`src/rtl/span_fragment_generator_pkg.sv`:
```
// Shared types and helpers for the span fragment generator.
// Holds the traversal state encoding and the edge-function coverage test.
package span_fragment_generator_pkg;

    typedef enum logic [1:0] {
        ST_IDLE  = 2'd0,
        ST_SETUP = 2'd1,
        ST_SPAN  = 2'd2,
        ST_DRAIN = 2'd3
    } state_e;

    localparam int COVER_EXCLUSIVE = 0;
    localparam int COVER_INCLUSIVE = 1;

    // Inclusive mode admits w == 0 (pixel on the edge); exclusive needs w > 0.
    function automatic logic edge_pass(input logic neg, input logic zero, input logic inclusive);
        logic ok;
        if (inclusive) begin
            ok = !neg;
        end else begin
            ok = !neg && !zero;
        end
        return ok;
    endfunction

endpackage

```
`src/rtl/span_fragment_generator_span_fifo.sv`:
```
// Record FIFO with a registered head word and pop-through when full.
// The head register is refreshed on every push/pop so it never comes straight from the array.
module span_fifo #(
    parameter int WIDTH = 8,
    parameter int DEPTH = 8
) (
    input  logic             clk,
    input  logic             rst,
    input  logic             push_i,
    input  logic [WIDTH-1:0] data_i,
    input  logic             pop_i,
    output logic             valid_o,
    output logic             full_o,
    output logic [WIDTH-1:0] data_o
);

    localparam int AW = $clog2(DEPTH);
    localparam int CW = AW + 1;

    logic [WIDTH-1:0] mem_q [DEPTH];
    logic [AW-1:0]    rd_ptr_q, rd_ptr_d, wr_ptr_q, wr_ptr_d;
    logic [CW-1:0]    count_q, count_d, remain;
    logic [WIDTH-1:0] head_q, head_d;
    logic             valid_q;
    logic             do_pop, do_push;

    // Pointer, occupancy and next-head computation.
    always_comb begin
        do_pop   = pop_i && (count_q != {CW{1'b0}});
        do_push  = push_i && ((count_q != CW'(DEPTH)) || do_pop);
        rd_ptr_d = rd_ptr_q;
        wr_ptr_d = wr_ptr_q;
        remain   = count_q;
        if (do_pop) begin
            rd_ptr_d = rd_ptr_q + AW'(1);
            remain   = count_q - CW'(1);
        end else begin
            remain   = count_q;
        end
        if (do_push) begin
            wr_ptr_d = wr_ptr_q + AW'(1);
            count_d  = remain + CW'(1);
        end else begin
            count_d  = remain;
        end
        // A push into an otherwise empty queue becomes the head directly.
        if (do_push && (remain == {CW{1'b0}})) begin
            head_d = data_i;
        end else if (count_d != {CW{1'b0}}) begin
            head_d = mem_q[rd_ptr_d];
        end else begin
            head_d = head_q;
        end
    end

    // Storage and state registers.
    always_ff @(posedge clk) begin
        if (rst) begin
            rd_ptr_q <= {AW{1'b0}};
            wr_ptr_q <= {AW{1'b0}};
            count_q  <= {CW{1'b0}};
            head_q   <= {WIDTH{1'b0}};
            valid_q  <= 1'b0;
        end else begin
            rd_ptr_q <= rd_ptr_d;
            wr_ptr_q <= wr_ptr_d;
            count_q  <= count_d;
            head_q   <= head_d;
            valid_q  <= (count_d != {CW{1'b0}});
            if (do_push) begin
                mem_q[wr_ptr_q] <= data_i;
            end
        end
    end

    assign valid_o = valid_q;
    assign full_o  = (count_q == CW'(DEPTH));
    assign data_o  = head_q;

endmodule

```
`src/rtl/span_fragment_generator.sv`:
```
// Bounding-box traversal with incremental edge functions, LANES pixels per cycle.
// Covered spans are queued in span_fifo toward the shading stage.
module span_fragment_generator
    import span_fragment_generator_pkg::*;
#(
    parameter int W          = 32,
    parameter int LANES      = 4,
    parameter int DEPTH      = 8,
    parameter int INCLUSIVE  = 1,
    parameter int EMIT_EMPTY = 0
) (
    input  logic             clk,
    input  logic             rst,
    input  logic             start,
    input  logic [W-1:0]     xmin,
    input  logic [W-1:0]     xmax,
    input  logic [W-1:0]     ymin,
    input  logic [W-1:0]     ymax,
    input  logic [W-1:0]     l0_dx,
    input  logic [W-1:0]     l1_dx,
    input  logic [W-1:0]     l2_dx,
    input  logic [W-1:0]     l0_dy,
    input  logic [W-1:0]     l1_dy,
    input  logic [W-1:0]     l2_dy,
    input  logic [W-1:0]     w0_00,
    input  logic [W-1:0]     w1_00,
    input  logic [W-1:0]     w2_00,
    input  logic             pop_frag,
    output logic             frag_val,
    output logic [W-1:0]     frag_x,
    output logic [W-1:0]     frag_y,
    output logic [LANES-1:0] frag_mask,
    output logic [W-1:0]     frag_w0,
    output logic [W-1:0]     frag_w1,
    output logic [W-1:0]     frag_w2,
    output logic             ready,
    output logic             done
);

    localparam int REC_W = 5 * W + LANES;

    state_e         state_q, state_d;
    logic           ready_q, ready_d, done_q, done_d;
    logic           load_in, do_setup, do_adv;

    logic [W-1:0]   xmin_q, xmax_q, ymin_q, ymax_q;
    logic [W-1:0]   dx_q [3];
    logic [W-1:0]   dy_q [3];
    logic [W-1:0]   w00_q [3];
    logic [W-1:0]   step_q [3];
    logic [W-1:0]   off_q [3][LANES];
    logic [W-1:0]   x_q, y_q;
    logic [W-1:0]   row_w_q [3];
    logic [W-1:0]   w_q [3];

    logic [LANES-1:0] mask;
    logic             lane_ok;
    logic [W-1:0]     lane_w;
    logic             box_empty, row_end, last_row;
    logic             push_req, can_push, fifo_full;
    logic [REC_W-1:0] rec_in, rec_out;

    // Per-lane coverage: all three edges pass and the pixel is inside the box.
    always_comb begin
        mask    = {LANES{1'b0}};
        lane_ok = 1'b0;
        lane_w  = {W{1'b0}};
        for (int k = 0; k < LANES; k++) begin
            lane_ok = ($signed(x_q + W'(k)) <= $signed(xmax_q));
            for (int n = 0; n < 3; n++) begin
                lane_w  = w_q[n] + off_q[n][k];
                lane_ok = lane_ok && edge_pass(lane_w[W-1], (lane_w == {W{1'b0}}), (INCLUSIVE != 0));
            end
            mask[k] = lane_ok;
        end
    end

    assign box_empty = ($signed(xmin_q) > $signed(xmax_q)) || ($signed(ymin_q) > $signed(ymax_q));
    assign row_end   = ($signed(x_q + W'(LANES)) > $signed(xmax_q));
    assign last_row  = (y_q == ymax_q);
    assign push_req  = (state_q == ST_SPAN) && ((mask != {LANES{1'b0}}) || (EMIT_EMPTY != 0));
    assign can_push  = !fifo_full || (pop_frag && frag_val);

    // Traversal FSM: next state and control strobes.
    always_comb begin
        state_d  = state_q;
        load_in  = 1'b0;
        do_setup = 1'b0;
        do_adv   = 1'b0;
        done_d   = 1'b0;
        case (state_q)
            ST_IDLE: begin
                if (start && ready_q) begin
                    load_in = 1'b1;
                    state_d = ST_SETUP;
                end else begin
                    state_d = ST_IDLE;
                end
            end
            ST_SETUP: begin
                do_setup = 1'b1;
                if (box_empty) begin
                    state_d = ST_DRAIN;
                end else begin
                    state_d = ST_SPAN;
                end
            end
            ST_SPAN: begin
                if (!push_req || can_push) begin
                    do_adv = 1'b1;
                    if (row_end && last_row) begin
                        state_d = ST_DRAIN;
                    end else begin
                        state_d = ST_SPAN;
                    end
                end else begin
                    state_d = ST_SPAN;
                end
            end
            ST_DRAIN: begin
                if (!frag_val) begin
                    done_d  = 1'b1;
                    state_d = ST_IDLE;
                end else begin
                    state_d = ST_DRAIN;
                end
            end
            default: begin
                state_d = ST_IDLE;
            end
        endcase
        // Held low during the done cycle so ready rises only afterwards.
        ready_d = (state_q == ST_IDLE) && (state_d == ST_IDLE);
    end

    // FSM and handshake registers.
    always_ff @(posedge clk) begin
        if (rst) begin
            state_q <= ST_IDLE;
            ready_q <= 1'b1;
            done_q  <= 1'b0;
        end else begin
            state_q <= state_d;
            ready_q <= ready_d;
            done_q  <= done_d;
        end
    end

    // Triangle parameters and traversal position.
    always_ff @(posedge clk) begin
        if (rst) begin
            xmin_q <= {W{1'b0}};
            xmax_q <= {W{1'b0}};
            ymin_q <= {W{1'b0}};
            ymax_q <= {W{1'b0}};
            x_q    <= {W{1'b0}};
            y_q    <= {W{1'b0}};
            for (int n = 0; n < 3; n++) begin
                dx_q[n]    <= {W{1'b0}};
                dy_q[n]    <= {W{1'b0}};
                w00_q[n]   <= {W{1'b0}};
                step_q[n]  <= {W{1'b0}};
                row_w_q[n] <= {W{1'b0}};
                w_q[n]     <= {W{1'b0}};
                for (int k = 0; k < LANES; k++) begin
                    off_q[n][k] <= {W{1'b0}};
                end
            end
        end else begin
            if (load_in) begin
                xmin_q   <= xmin;
                xmax_q   <= xmax;
                ymin_q   <= ymin;
                ymax_q   <= ymax;
                dx_q[0]  <= l0_dx;
                dx_q[1]  <= l1_dx;
                dx_q[2]  <= l2_dx;
                dy_q[0]  <= l0_dy;
                dy_q[1]  <= l1_dy;
                dy_q[2]  <= l2_dy;
                w00_q[0] <= w0_00;
                w00_q[1] <= w1_00;
                w00_q[2] <= w2_00;
            end
            if (do_setup) begin
                x_q <= xmin_q;
                y_q <= ymin_q;
                for (int n = 0; n < 3; n++) begin
                    step_q[n]  <= dx_q[n] * W'(LANES);
                    row_w_q[n] <= w00_q[n];
                    w_q[n]     <= w00_q[n];
                    for (int k = 0; k < LANES; k++) begin
                        off_q[n][k] <= dx_q[n] * W'(k);
                    end
                end
            end else if (do_adv) begin
                if (row_end) begin
                    x_q <= xmin_q;
                    y_q <= y_q + W'(1);
                    for (int n = 0; n < 3; n++) begin
                        row_w_q[n] <= row_w_q[n] + dy_q[n];
                        w_q[n]     <= row_w_q[n] + dy_q[n];
                    end
                end else begin
                    x_q <= x_q + W'(LANES);
                    for (int n = 0; n < 3; n++) begin
                        w_q[n] <= w_q[n] + step_q[n];
                    end
                end
            end
        end
    end

    assign rec_in = {x_q, y_q, mask, w_q[0], w_q[1], w_q[2]};

    span_fifo #(
        .WIDTH (REC_W),
        .DEPTH (DEPTH)
    ) u_fifo (
        .clk     (clk),
        .rst     (rst),
        .push_i  (push_req && can_push),
        .data_i  (rec_in),
        .pop_i   (pop_frag),
        .valid_o (frag_val),
        .full_o  (fifo_full),
        .data_o  (rec_out)
    );

    assign {frag_x, frag_y, frag_mask, frag_w0, frag_w1, frag_w2} = rec_out;
    assign ready = ready_q;
    assign done  = done_q;

endmodule

```
`config.mk`:
```
export PLATFORM = sky130hd
export DESIGN_NAME = span_fragment_generator
export DESIGN_NICKNAME = d
export VERILOG_FILES = /design/src/rtl/span_fragment_generator_pkg.sv /design/src/rtl/span_fragment_generator_span_fifo.sv /design/src/rtl/span_fragment_generator.sv
export SDC_FILE = /design/constraint.sdc
export NUM_CORES = 2
export LEC_CHECK = 0
export BUFFER_PORTS_ARGS = -buffer_cell sky130_fd_sc_hd__buf_2
export CAP_MARGIN = 20
export CORE_MARGIN = 4
export CORE_UTILIZATION = 56
export CTS_CLUSTER_DIAMETER = 80
export CTS_CLUSTER_SIZE = 30
export DETAILED_ROUTE_END_ITERATION = 12
export GPL_ROUTABILITY_DRIVEN = 0
export PLACE_DENSITY = 0.77
export SLEW_MARGIN = 20
export SYNTH_ARGS = -nofsm -noshare
export SYNTH_HDL_FRONTEND = slang
export SYNTH_SLANG_ARGS = --single-unit
```
`constraint.sdc`:
```
create_clock -name clk -period 24.6 [get_ports clk]
set_input_delay 3.69 -clock clk [delete_from_list [all_inputs] [get_ports clk]]
set_output_delay 3.69 -clock clk [all_outputs]
set_load 0.005 [all_outputs]
```
---- After elaboration in Yosys (flattened, before gate mapping) ----
Memories as Yosys holds them, arrays and structs flattened.
Index checks and enable logic that the tools add are counted.
storage, ports and cells
  bits in registers ....................... 371
  bits in writable memories ............... 2167
  input bits .............................. 420
  output and inout bits ................... 167
  logic and storage cells ................. 232
  memories ................................ 8
operators by class
  add/subtract/negate cells ............... 27
  multiply operators ...................... 3
  $lt $le $gt $ge ......................... 7
  equality and inequality tests ........... 6
  mux-type cells .......................... 80
  bitwise operators ....................... 37
  reduce and logical (&&, ||, !) cells .... 50
memory list
  name          words  bits a word  rd ports  clocked after Yosys merged registers in  write ports  line                                     RTL
  u_fifo.mem_q  8      164          1         0                                        1            span_fragment_generator_span_fifo.sv:20  logic [WIDTH-1:0] mem_q [DEPTH];
  off_q         3      95           3         0                                        3            span_fragment_generator.sv:51            logic [W-1:0] off_q [3][LANES];
  dx_q          3      32           3         0                                        3            span_fragment_generator.sv:47            logic [W-1:0] dx_q [3];
  dy_q          3      32           3         0                                        3            span_fragment_generator.sv:48            logic [W-1:0] dy_q [3];
  row_w_q       3      32           3         0                                        3            span_fragment_generator.sv:53            logic [W-1:0] row_w_q [3];
  w00_q         3      32           3         0                                        3            span_fragment_generator.sv:49            logic [W-1:0] w00_q [3];
  +2 memories   -      -            -         -                                        -            -
operators with widths
  cell                                                number
  two-way mux 32 bit                                  36
  adder 32 bit                                        15
  two-way mux 164 bit                                 2
  less-or-equal comparator 32 bit                     4
  adder 32 bit, second input constant                 3
  > comparator 32 bit                                 3
  multiplier 32 x 2 -> 32 bit, second input constant  3
  two-way mux 31 bit                                  3
  two-way mux 30 bit                                  3
  adder 32 x 1 -> 32 bit, second input constant       2
  adder 32 x 2 -> 32 bit, second input constant       2
  bitwise OR 1 bit                                    36
  adder 32 x 3 -> 32 bit, second input constant       1
  equality test 32 bit                                1
  two-way mux 1 bit                                   30
  logical AND 1 bit                                   21
  zero test 1 bit                                     14
  nonzero test 4 bit                                  3
  two-way mux 4 bit                                   2
  case mux 2 bit (4 select lines)                     1
  adder 3 x 1 -> 3 bit, second input constant         2
  nonzero test 2 bit                                  3
  adder 4 x 1 -> 4 bit, second input constant         1
  equality test 2 bit, second input constant          2
  12 further kinds                                    17

---- Logic depth before layout (Yosys ltp) ----
An unclocked memory read counts as a cell.
  word-level depth ........................ 18
  gate-level depth with buffers ........... 29

---- Cells and area by module ----
Synthesis repeated with hierarchy kept, for this count alone.
second synthesis, totals
  cell total of the unflattened synthesis .. 8793
  area, all modules ....................... 114807.6 µm²
modules (own cells, without submodules)
  module                   instances  cells each  area an instance (µm²)  seq. area each (µm²)
  span_fragment_generator  1          5658        57854.2                 24013.0
  span_fifo                1          3135        56953.4                 42901.1

---- Least setup slack after synthesis ----
OpenSTA, ideal clock, no wires.
  path type ............................... register to register
  start ................................... reg x_q[2]
  end ..................................... mem u_fifo.mem_q[6][0] in the netlist's numbering (enable)
  arrival ................................. 21.611 ns
  data required time ...................... 23.454 ns
  path slack .............................. 1.843 ns
  stages on the path, launching flop included .. 25
  buffers on the path ..................... 3
  clock period less this slack ............ 22.757 ns
  path through ............................ dfxtp_1 -> ha_1 -> clkbuf_1 -> and4_1 -> buf_4 -> and4_1 -> and3_1 -> and3_1 -> and3_2 -> and3_1 -> buf_2 -> and3_1 -> nand2_1 -> xnor2_1 -> ha_1 -> nand4_1 -> nor4_1 -> nand2_1 -> o21ai_0 -> inv_1 -> a221oi_2 -> a31oi_4 -> a31oi_2 -> nand2_1 -> nor4b_1
on the way
  word-level cells in the longest chain between the ends .. 12
  elaborated cells between the ends (all ways) .. 26
  those cells by class .................... add/sub (3); order compare (4); mux (3); reduce/logical (16)
ends and longest elaborated chain
  item                                                              line                                     RTL
  from (decl)                                                       span_fragment_generator.sv:52            logic [W-1:0] x_q, y_q;
  from (signal assigned)                                            span_fragment_generator.sv:156           x_q <= {W{1'b0}};
  from (signal assigned)                                            span_fragment_generator.sv:186           x_q <= xmin_q;
  from (signal assigned)                                            span_fragment_generator.sv:198           x_q <= xmin_q;
  adder 32 x 1 -> 32 bit or adder 32 x 2 -> 32 bit (tied branches)  span_fragment_generator.sv:69            lane_ok = ($signed(x_q + W'(k)) <= $signed(xmax_q));
  less-or-equal comparator 32 bit                                   span_fragment_generator.sv:69
  logical AND 1 bit (3 in series)                                   span_fragment_generator.sv:72            lane_ok = lane_ok && edge_pass(lane_w[W-1], (lane_w == {W{1'b0}}), (INCLUSIVE != 0));
  nonzero test 4 bit (*)                                            span_fragment_generator.sv:81            assign push_req = (state_q == ST_SPAN) && ((mask != {LANES{1'b0}}) || (EMIT_EMPTY != 0));
  logical AND 1 bit (*)                                             span_fragment_generator.sv:81
  logical AND 1 bit (*)                                             span_fragment_generator.sv:222           .push_i (push_req && can_push),
  logical AND 1 bit (*)                                             span_fragment_generator_span_fifo.sv:30  do_push = push_i && ((count_q != CW'(DEPTH)) || do_pop);
  two-way mux 1 bit (*)                                             span_fragment_generator_span_fifo.sv:70  if (do_push) begin
  two-way mux 1 bit (*)                                             span_fragment_generator_span_fifo.sv:58  if (rst) begin
  two-way mux 1 bit (implied by the code) (*)                       span_fragment_generator_span_fifo.sv:71  mem_q[wr_ptr_q] <= data_i;
  to (decl)                                                         span_fragment_generator_span_fifo.sv:20
Mark *: on every way between the ends. The rest lies on a longest branch, timed or not.

---- Worst setup path after layout ----
  start ................................... reg x_q[2]
  end ..................................... mem u_fifo.mem_q[5][156] in the netlist's numbering (enable)
Same word-level chain as after synthesis.

==> flow_summary_export.csv <==
group,metric,value,unit
floorplanning,fp.dieW,459.1,µm
clocking,ctsRootBufferMaster,"clkbuf_16",
route,vias_per_cell,6.421,
flow_run,drv_cap,0,
floorplanning,die_h,459.1,µm
setup_path,critPathMostFrequentCell,"and3_1",
clocking,cts.clk_slew.worst_paths,0.10,ns
yosys,netlist_instances,8433,
yosys,synth_top_flop_cell,"edfxtp_1",
pwr,combPwrFrac,0.343,
setup_path,rrSetupSlack,15.38,ns
timing,fin_crit_sh,0.3748,
pwr,power_frac_clock,0.192,
pwr,total_power,11.87,mW
yosys,ys_ff_latch,2352,
route,drt_pass1_iterations,8,
yosys,avgSynthCellArea,13.51,µm²
yosys,synth-edff-count,1981,
yosys,synth.distinct_cells,98,
pwr,leakagePower,48.10,nW
outcome,run_status,"complete, no violations",
route,via_count,74700,
route,routed_wl,308000,µm
finish,fillers,15110,
finish,drive_above_1_share,0.1539,
setup_path,arrival,9.62,ns
grt,grt_use_total,0.2868,
floorplanning,io_pins,587,
finish,regArea,66910,µm²
yosys,syn_nets,9630,
timing,min_period,9.219,ns
setup_path,crit_type,"reg -> reg",
clocking,clkLatencyLatePin,0.83,ns
pwr,vdd_drop_max,0.09793,mV
setup_path,critPathCaptureType,"register",
timing,hold_viol_final,0,
floorplanning,dieArea,210800,µm²
yosys,ys.warnings.count,0,
clocking,cts_num_sinks,2352,
route,wl_per_cell,26.48,µm
setup_path,critPathMaxFanout,53,
timing,finalSetupViolations,0,
min_path,whs_endpoint,"u_fifo.data_o[22]$_SDFFE_PP0P_",
grt,antenna_found_initial,11,
pwr,power_frac_seq,0.465,
grt,grt_overflow,0,
placement,pre_cts_slack,15.58,ns
setup_path,required,25.00,ns
timing,worstMarginPinSlew,1.187,ns
timing,holdWs,0.4776,ns
timing,clock-skew-final,0.07393,ns
clocking,post_cts_buffers,0,
min_path,hp-start,"u_fifo.data_o[22]$_SDFFE_PP0P_",
yosys,async_reset_ff_frac,0,
placement,post-dp-hpwl,213200,µm
setup_path,critPathLaunchType,"register",
setup_path,reg2reg_depth,23,
clocking,htreeDepth,3,
timing,relSlewSlack,0.2084,
pwr,power_density,95.99,nW/µm²
finish,synthToLayoutAreaGrowth,8.496,%
timing,slew_viol_final,0,
clocking,cts_buffers,108,
min_path,hold_path.class,"reg -> reg",
setup_path,slowest_delay,0.85,ns
pwr,p_sw,4.294,mW
clocking,cts_resized,0,
floorplanning,design.core.area,202300,µm²
timing,final.setup.tns,0,ns
timing,fmax,108.5,MHz
clocking,cts_max_path_buffers,3,
yosys,ys_seq_area_frac,0.5872,
finish,final_util,0.6111,
pwr,swShare,0.3618,
setup_path,rr_startpoint,"x_q[2]$_SDFFE_PP0P_",
setup_path,path_cells,"ha_1, and4_1, and4_1, and3_1, and3_1, and3_2, and3_1, nand3_1, nor2_1, xor2_1, ha_1, nand4_1, nor4_2, nand2_1, o311ai_1, nor3_1, o221ai_1, nand4_2, a31o_2, nor2_1, and4b_4, buf_4, buf_4",
route,drtIter0Drc,8719,
pwr,p_int,7.575,mW
timing,setup_ws,15.38,ns
setup_path,rr_endpoint,"u_fifo.mem_q[5][156]$_DFFE_PP_",
placement,io_buffers,586,
min_path,whs_path_depth,2,
finish,final_nets,10070,
grt,grt_pass1_wl,459400,µm
setup_path,slowest_stage,"buf_4",
grt,grt_pass1_vias,73540,
timing,rsz0062_at_grt,"false",
route,post-route-drc-count,0,
yosys,syn_area,114000,µm²
clocking,cts_tree,"yes",
floorplanning,start_util,0.5633,
grt,grt_max_degree,187,
clocking,postCtsHoldBufs,0,
finish,multi_input_area,44780,µm²
route,antenna_left,0,
floorplanning,rows,165,
-- cell usage after synthesis, types with 101 or more instances --
master | n | area share
a21o_1 | 249 | 0.016
a21oi_1 | 403 | 0.018
a22o_1 | 178 | 0.014
a22oi_1 | 102 | 0.0067
and2_1 | 415 | 0.023
clkbuf_1 | 251 | 0.0083
dfxtp_1 | 371 | 0.065
edfxtp_1 | 1981 | 0.52
ha_1 | 768 | 0.084
inv_1 | 277 | 0.0091
mux2_2 | 103 | 0.010
mux4_2 | 328 | 0.065
nand2_1 | 501 | 0.017
nand3_1 | 106 | 0.0047
nand4_1 | 113 | 0.0062
nor2_1 | 345 | 0.011
nor3_1 | 101 | 0.0044
o21ai_0 | 480 | 0.021
xnor2_1 | 260 | 0.020
xor2_1 | 129 | 0.0099
-- power by group through the flow --
| stage | clock (mW) | combinational, mW | sequential, mW |
|---|---|---|---|
| 2_1_floorplan | 0 | 2.97 | 5.30 |
| 3_3_place_gp | 0 | 3.90 | 5.56 |
| 3_5_place_dp | 0 | 4.03 | 5.58 |
| 4_1_cts | 2.31 | 4.05 | 5.49 |
| 5_1_grt | 2.46 | 4.46 | 5.54 |
| 6_report | 2.28 | 4.07 | 5.51 |
-- critical path, delay by kind of cell, from the launching register on --
| kind | cells | cell delay, ns |
|---|---|---|
| AND/OR/NAND/NOR | 15 | 4.35 |
| flip-flops | 1 | 0.77 |
| XOR/XNOR | 1 | 0.10 |
| adder cells (fa/ha/maj) | 2 | 0.79 |
| buffers and inverters | 2 | 1.48 |
| AO/OA/AOI/OAI | 3 | 1.27 |
-- worst max-delay path by stage --
stage | startpoint | endpoint | cells past startpoint
4_1_cts | x_q[2]$_SDFFE_PP0P_ | u_fifo.mem_q[5][156]$_DFFE_PP_ | 23
6_report | x_q[2]$_SDFFE_PP0P_ | u_fifo.mem_q[5][156]$_DFFE_PP_ | 23
2_1_floorplan | x_q[2]$_SDFFE_PP0P_ | u_fifo.mem_q[6][0]$_DFFE_PP_ | 24
3_3_place_gp | x_q[2]$_SDFFE_PP0P_ | u_fifo.mem_q[5][50]$_DFFE_PP_ | 23
5_1_grt | x_q[2]$_SDFFE_PP0P_ | u_fifo.mem_q[5][156]$_DFFE_PP_ | 23
3_5_place_dp | x_q[2]$_SDFFE_PP0P_ | u_fifo.mem_q[5][50]$_DFFE_PP_ | 23
-- cell type report --
type	count	area share
inverter	277	0.008531
clock inverter	65	0.007691
clock buffer	137	0.02324
multi-input combinational	5451	0.3622
tap	2672	0.02704
antenna	1	0.00002024
timing repair buffer	679	0.03006
sequential	2352	0.5412
-- layout by cell type (no fill, tap or decap), types with 275 or more instances in the layout --
cell and count:
a21oi_1 403, and2_1 415, buf_2 585, dfxtp_1 371, edfxtp_1 1981, ha_1 768, inv_1 275, mux4_2 328
nand2_1 499, nor2_1 342, o21ai_0 478
-- state kept, by name, indices dropped and copies added, names as in the netlist, 4 cells and up --
name,cells
u_fifo.mem_q,1312
y_q,32
dx_q,96
x_q,32
xmax_q,32
xmin_q,32
ymin_q,32
dy_q,96
ymax_q,32
off_q,129
u_fifo.count_q,4
step_q,60
row_w_q,96
w00_q,96
w_q,96
u_fifo.data_o,164
-- metal layers --
layer	routed length (µm)	GRT usage	up-vias
met5	21	0	-
met4	13600	0.1086	4
li1	-	-	33080
met2	140400	0.4496	3930
met1	123600	0.4039	37120
met3	30430	0.05060	563
-- kinds of logic after synthesis --
family,share of synthesized area
DFF,0.5872
and+or+nand+nor,0.08456
AOI/OAI and AO/OA,0.1074
adders and majority gates,0.08590
buffers and inverters,0.02188
muxes,0.08313
xor gates and xnor gates,0.02990
-- metrics by stage --
step	instances	instance area, µm²
6_report	11630	123600
5_1_grt	11630	123600
4_1_cts	11630	123600
3_5_place_dp	11430	119800
3_3_place_gp	11430	119800
2_1_floorplan	8433	114000
Note: power is estimated with default switching activity, not from simulation.
